--- config.mk ---
export PLATFORM = sky130hd
export DESIGN_NAME = irq_ack_decoder_flat
export DESIGN_NICKNAME = d
export VERILOG_FILES = /design/src/rtl/irq_ack_decoder_pkg.sv /design/src/rtl/irq_ack_decoder_if.sv /design/src/rtl/irq_ack_decoder_dec.sv /design/src/rtl/irq_ack_decoder.sv /design/src/flat_wrapper.sv
export SDC_FILE = /design/constraint.sdc
export NUM_CORES = 1
export LEC_CHECK = 0
export BUFFER_PORTS_ARGS = -buffer_cell sky130_fd_sc_hd__clkbuf_2
export CAP_MARGIN = 40
export CORE_MARGIN = 2
export CORE_UTILIZATION = 56
export CTS_BUF_LIST = sky130_fd_sc_hd__clkbuf_4
export DETAILED_ROUTE_END_ITERATION = 12
export PLACE_DENSITY_LB_ADDON = 0.08
export REMOVE_ABC_BUFFERS = 1
export SETUP_SLACK_MARGIN = 0.3
export SLEW_MARGIN = 10
export SYNTH_ARGS = -nofsm -noshare
export SYNTH_HDL_FRONTEND = slang
export SYNTH_HIERARCHICAL = 1
export SYNTH_SLANG_ARGS = --single-unit
--- constraint.sdc ---
create_clock -name clk -period 2.2 [get_ports clk]
set_input_delay 0.33 -clock clk [delete_from_list [all_inputs] [get_ports clk]]
set_output_delay 0.33 -clock clk [all_outputs]
set_load 0.005 [all_outputs]
--- src/rtl/irq_ack_decoder_pkg.sv ---
// rtl/irq_ack_decoder_pkg.sv - shared types and constants for the acknowledge decoder
package irq_ack_pkg;

    typedef enum logic [1:0] {
        IDLE    = 2'd0,
        ACK     = 2'd1,
        RELEASE = 2'd2
    } ackState_t;

    localparam logic [7:0] NACK_NONE = 8'hFF;
    localparam int         CNT_W     = 8;

    // Encoder outputs that cannot come from a healthy priority encoder.
    function automatic logic isIllegal(input logic en, input logic [2:0] ny,
                                       input logic nys, input logic nyex);
        return en && ((!nys && !nyex) || (nyex && (ny != 3'b111)));
    endfunction

    // Encoder says "enabled, one request present".
    function automatic logic isValid(input logic en, input logic nys, input logic nyex);
        return en && !nyex && nys;
    endfunction

endpackage

--- src/rtl/irq_ack_decoder_if.sv ---
// rtl/irq_ack_decoder_if.sv - encoder-side inputs and acknowledge-side outputs
interface irq_ack_if;
    logic                           en;
    logic [2:0]                     ny;
    logic                           nys;
    logic                           nyex;
    logic [7:0]                     nack;
    logic [2:0]                     code;
    logic                           busy;
    logic                           err;
    logic [irq_ack_pkg::CNT_W-1:0]  ack_cnt;

    modport master (
        output en, ny, nys, nyex,
        input  nack, code, busy, err, ack_cnt
    );

    modport slave (
        input  en, ny, nys, nyex,
        output nack, code, busy, err, ack_cnt
    );
endinterface

--- src/rtl/irq_ack_decoder_dec.sv ---
// rtl/irq_ack_decoder_dec.sv - 3-to-8 decoder, active-low outputs, active-high enable
module decoder_3to8_n
    import irq_ack_pkg::*;
(
    input  logic       enable,
    input  logic [2:0] sel,
    output logic [7:0] yN
);

    // Pull the selected line low only while enabled; all-ones otherwise.
    always_comb begin
        yN = NACK_NONE;
        if (enable) begin
            yN[sel] = 1'b0;
        end
    end

endmodule

--- src/rtl/irq_ack_decoder.sv ---
// rtl/irq_ack_decoder.sv - latches one encoder request and drives a timed active-low acknowledge
module irq_ack_decoder
    import irq_ack_pkg::*;
#(
    parameter int HOLD = 4
) (
    input  logic        clk,
    input  logic        rst,
    irq_ack_if.slave    bus
);

    ackState_t        state;
    ackState_t        stateNext;
    logic [CNT_W-1:0] cnt;
    logic [CNT_W-1:0] cntNext;
    logic [2:0]       codeReg;
    logic [2:0]       codeNext;
    logic             countPending;
    logic             doneNext;
    logic             validReq;
    logic             illegalReq;
    logic             released;
    logic             ackActive;
    logic [7:0]       decoded;

    // Classify the current encoder sample.
    always_comb begin
        validReq   = isValid(bus.en, bus.nys, bus.nyex);
        illegalReq = isIllegal(bus.en, bus.ny, bus.nys, bus.nyex);
        released   = bus.nyex || ((~bus.ny) != codeReg);
        ackActive  = (state == ACK) && bus.en;
    end

    // Next state, hold counter and capture; dropping en aborts from anywhere.
    always_comb begin
        stateNext = state;
        cntNext   = cnt;
        codeNext  = codeReg;
        doneNext  = 1'b0;
        if (!bus.en) begin
            stateNext = IDLE;
        end else begin
            case (state)
                IDLE: begin
                    if (validReq) begin
                        codeNext  = ~bus.ny;
                        cntNext   = CNT_W'(HOLD - 1);
                        stateNext = ACK;
                    end
                end
                ACK: begin
                    if (cnt == '0) begin
                        stateNext = RELEASE;
                        doneNext  = 1'b1;
                    end else begin
                        cntNext = cnt - 1'b1;
                    end
                end
                RELEASE: begin
                    if (released) begin
                        stateNext = IDLE;
                    end
                end
                default: stateNext = IDLE;
            endcase
        end
    end

    decoder_3to8_n u_dec (
        .enable (ackActive),
        .sel    (codeReg),
        .yN     (decoded)
    );

    assign bus.code = codeReg;

    // State and output registers; the count lands one edge after ACK completes.
    always_ff @(posedge clk) begin
        if (rst) begin
            state        <= IDLE;
            cnt          <= '0;
            codeReg      <= 3'd0;
            countPending <= 1'b0;
            bus.nack     <= NACK_NONE;
            bus.busy     <= 1'b0;
            bus.err      <= 1'b0;
            bus.ack_cnt  <= '0;
        end else begin
            state        <= stateNext;
            cnt          <= cntNext;
            codeReg      <= codeNext;
            countPending <= doneNext;
            bus.nack     <= decoded;
            bus.busy     <= (state != IDLE) && bus.en;
            bus.err      <= illegalReq;
            if (countPending) begin
                bus.ack_cnt <= bus.ack_cnt + CNT_W'(1);
            end
        end
    end

endmodule

--- src/flat_wrapper.sv ---
// flat-port wrapper written by rule: the top's interface ports become plain ports
module irq_ack_decoder_flat import irq_ack_pkg::*;
#(
    parameter int HOLD = 4
)
  (clk, rst, bus_en, bus_ny, bus_nys, bus_nyex, bus_nack, bus_code, bus_busy, bus_err, bus_ack_cnt);
  irq_ack_if bus_i ();
  input  logic clk;
  input  logic rst;
  input wire logic [$bits(bus_i.en)-1:0] bus_en;
  input wire logic [$bits(bus_i.ny)-1:0] bus_ny;
  input wire logic [$bits(bus_i.nys)-1:0] bus_nys;
  input wire logic [$bits(bus_i.nyex)-1:0] bus_nyex;
  output wire logic [$bits(bus_i.nack)-1:0] bus_nack;
  output wire logic [$bits(bus_i.code)-1:0] bus_code;
  output wire logic [$bits(bus_i.busy)-1:0] bus_busy;
  output wire logic [$bits(bus_i.err)-1:0] bus_err;
  output wire logic [$bits(bus_i.ack_cnt)-1:0] bus_ack_cnt;
  assign bus_i.en = bus_en;
  assign bus_i.ny = bus_ny;
  assign bus_i.nys = bus_nys;
  assign bus_i.nyex = bus_nyex;
  assign bus_nack = bus_i.nack;
  assign bus_code = bus_i.code;
  assign bus_busy = bus_i.busy;
  assign bus_err = bus_i.err;
  assign bus_ack_cnt = bus_i.ack_cnt;
  irq_ack_decoder #(.HOLD(HOLD)) u_core (.clk(clk), .rst(rst), .bus(bus_i));
endmodule
==> impl_metrics.csv <==
group,metric,value,unit
run_status,status,"finished, final reports clean",
synthesis,synth_top_area_cell,"dfxtp_1",
sta,setup_viol_count_final,0,
cts,cts.clk_slew.worst_paths,90,ps
floorplanning,chipHeight,54.5,um
floorplanning,core-area,0.00245,mm2
floorplanning,core.rowCount,18,
synthesis,synth_area_leaders,"dfxtp_1, nor2_1, or2_2",
sta,hold_violations,0,
power_and_ir_drop,p_per_area,627,mW/mm2
worst_setup_path,critPathBufInv,0,
cts,cts_tree,"built",
cts,cts_hold_buf,0,
worst_setup_path,critical_path_class,"reg2reg",
synthesis,ys_ff_latch,32,
power_and_ir_drop,fin_total_pwr,1.02,mW
flow_run,cap_viol_max_count,0,
route,drt-total-wl,2.71,mm
place,place_congestion,0.892,
floorplanning,die-area,0.00297,mm2
sta,rsz0062_at_grt,"false",
worst_setup_path,crit_arrival,2020,ps
floorplanning,start_util,58.3,%
global_route,grt_max_degree,24,
cts,cts.sinks,32,
cts,cts-buffers-inserted,5,
synthesis,netlist_instances,155,
sta,finalCritPeriodShare,81.7,%
layout,final_net_count,195,
synthesis,avgSynthCellArea,9.23,um2
synthesis,synthDominantCellAreaShare,44.8,%
route,vias,1223,
cts,h-tree-depth,2,
layout,seq_area,641,um2
sta,finClkSkew,4.23,ps
route,drtIter0Drc,20,
worst_setup_path,cp-end-kind,"flop",
synthesis,synth_area,0.00143,mm2
synthesis,synthDistinctLibCells,39,
layout,post-route-util,66.4,%
layout,fillCellCount,208,
worst_setup_path,critPathMaxFanout,9,
floorplanning,die_x,54.5,um
worst_setup_path,path_delay_family,"simple AND/OR/NAND/NOR gates",
worst_setup_path,cp_cell_sequence,"nor2b_2 > and2_2 > or4b_1 > or2_2",
sta,finalSetupTns,0,ps
layout,drive_gt1_share,27.2,%
layout,area_delta_synth_final,13.9,%
route,drt-pass1-iter-count,4,
sta,worst_pin_slew,390,ps
power_and_ir_drop,leakagePower,0.624,nW
min_path,hold_path_class,"in2reg",
global_route,grt_pass1_vias,1026,
layout,diodes,0,
route,antenna_left,0,
place,dp_hpwl,1.96,mm
route,vias_per_cell,5.71,
power_and_ir_drop,ir_worst_vdd,0.515,mV
global_route,grt_overflow,0,
cts,cts_root_buf,"clkbuf_4",
global_route,antenna_found_initial,0,
cts,max-clock-path-buffers,2,
synthesis,yosysSeqAreaShare,44.8,%
layout,multi_input_area,747,um2
sta,finalCriticalPeriod,1800,ps
route,drc,0,
place,io_buffer_count,28,
global_route,grt.total_usage,21.3,%
route,wire_per_inst,12.7,um
layout,layout.cells.non_filler,214,
place,placed_cells_incl_taps,207,
sta,relSlewSlack,74.0,%
worst_setup_path,slowest_delay,480,ps
sta,slew_violations,0,
synthesis,ys.flop_type,"dfxtp_1",
synthesis,synth_warnings,6,
global_route,grt_pass1_wl,4.50,mm
synthesis,synth_edf_count,0,
floorplanning,ioPinCount,29,
sta,max_freq,556,MHz
synthesis,async_reset_ff_share,0,%
worst_setup_path,cp-start-kind,"flop",
worst_setup_path,cp_slowest_cell,"dfxtp_1",
worst_setup_path,crit_required,2420,ps
cts,clk_latency,320,ps
## registers in the layout (all words and copies together) (netlist names)
signal               cells
u_core/countPending      1
u_core/cnt               8
u_core/bus.busy          1
u_core/bus.code          3
u_core/state             2
u_core/bus.nack          8
u_core/bus.err           1
u_core/bus.ack_cnt       8
## final timing paths
| check | from | to | slack, ps | cells after the start |
|---|---|---|---|---|
| worst min register to register | u_core/cnt[7] | u_core/cnt[7] | 490 | 2 |
| worst max register to register | u_core/state[0] | u_core/bus.nack[0] | 400 | 4 |
| worst min-delay path | bus_ny[2] | u_core/bus.code[2] | 220 | 2 |
| worst max-delay path | u_core/state[0] | u_core/bus.nack[0] | 400 | 4 |
## Yosys cell counts (all sizes together) (4+ instances only)
master  count
xor2        4
nor3        6
a21oi      11
nor2       17
nand4       5
nand2       6
or3         4
xnor2       4
or4         6
buf         4
dfxtp      32
or2         9
o31ai       6
## cell usage in the layout, fill, tap and decap left out, types with 2 or more instances in the layout
cell	count
nand3_1	2
dfxtp_1	32
nand2_1	6
ha_1	3
clkinv_1	2
nand4_1	5
a211oi_1	3
clkbuf_2	28
a21oi_1	11
nor3_1	6
o21ai_0	3
clkbuf_4	5
xnor2_1	4
or3_1	2
and3_1	2
nor2b_1	2
nand4bb_1	3
nor2_1	17
nand4b_1	3
or4_1	6
or3_2	2
inv_1	3
o31ai_1	6
xor2_1	4
or2_2	9
## per-layer routing
metal | track usage, % | up-vias | wire length, um
met5 | 0 | - | 0
met4 | 10.0 | 0 | 51
met3 | 7.38 | 6 | 151
met2 | 31.9 | 34 | 1270
met1 | 27.4 | 563 | 1240
li1 | - | 620 | -
## cell type report
| class | instances | area share (%) |
|---|---|---|
| multi-input combinational | 113 | 45.9 |
| tap | 30 | 2.30 |
| timing repair buffer | 29 | 9.06 |
| clock buffer | 5 | 2.30 |
| clock inverter | 2 | 0.461 |
| sequential | 32 | 39.3 |
| inverter | 3 | 0.691 |
## logic make-up after synthesis
family	synth area share, %
AOI/OAI and AO/OA	11.2
xor gates and xnor gates	4.90
adders and majority gates	2.62
buffers and inverters	3.24
DFF	44.8
muxes	0.700
and+or+nand+nor	32.5
## what timing repair did
| item | in CTS | in global routing |
|---|---|---|
| gates cloned | 0 | 0 |
| setup endpoints to repair | 1 | 1 |
| buffers inserted | 0 | 0 |
| resized for setup | 1 | 1 |
## stage by stage
step	worst slack (ps)	area (um2)	hold slack, ps
floorplan	462	1400	399
global placement	370	1580	461
detailed placement	308	1580	479
CTS	354	1630	200
global route	302	1630	197
finish	403	1630	218
## power by group
| part | internal [mW] | switching [mW] |
|---|---|---|
| Clock | 0.111 | 0.186 |
| Sequential | 0.592 | 0.0194 |
| Combinational | 0.0505 | 0.0617 |
(Power assumes the default switching activity.)
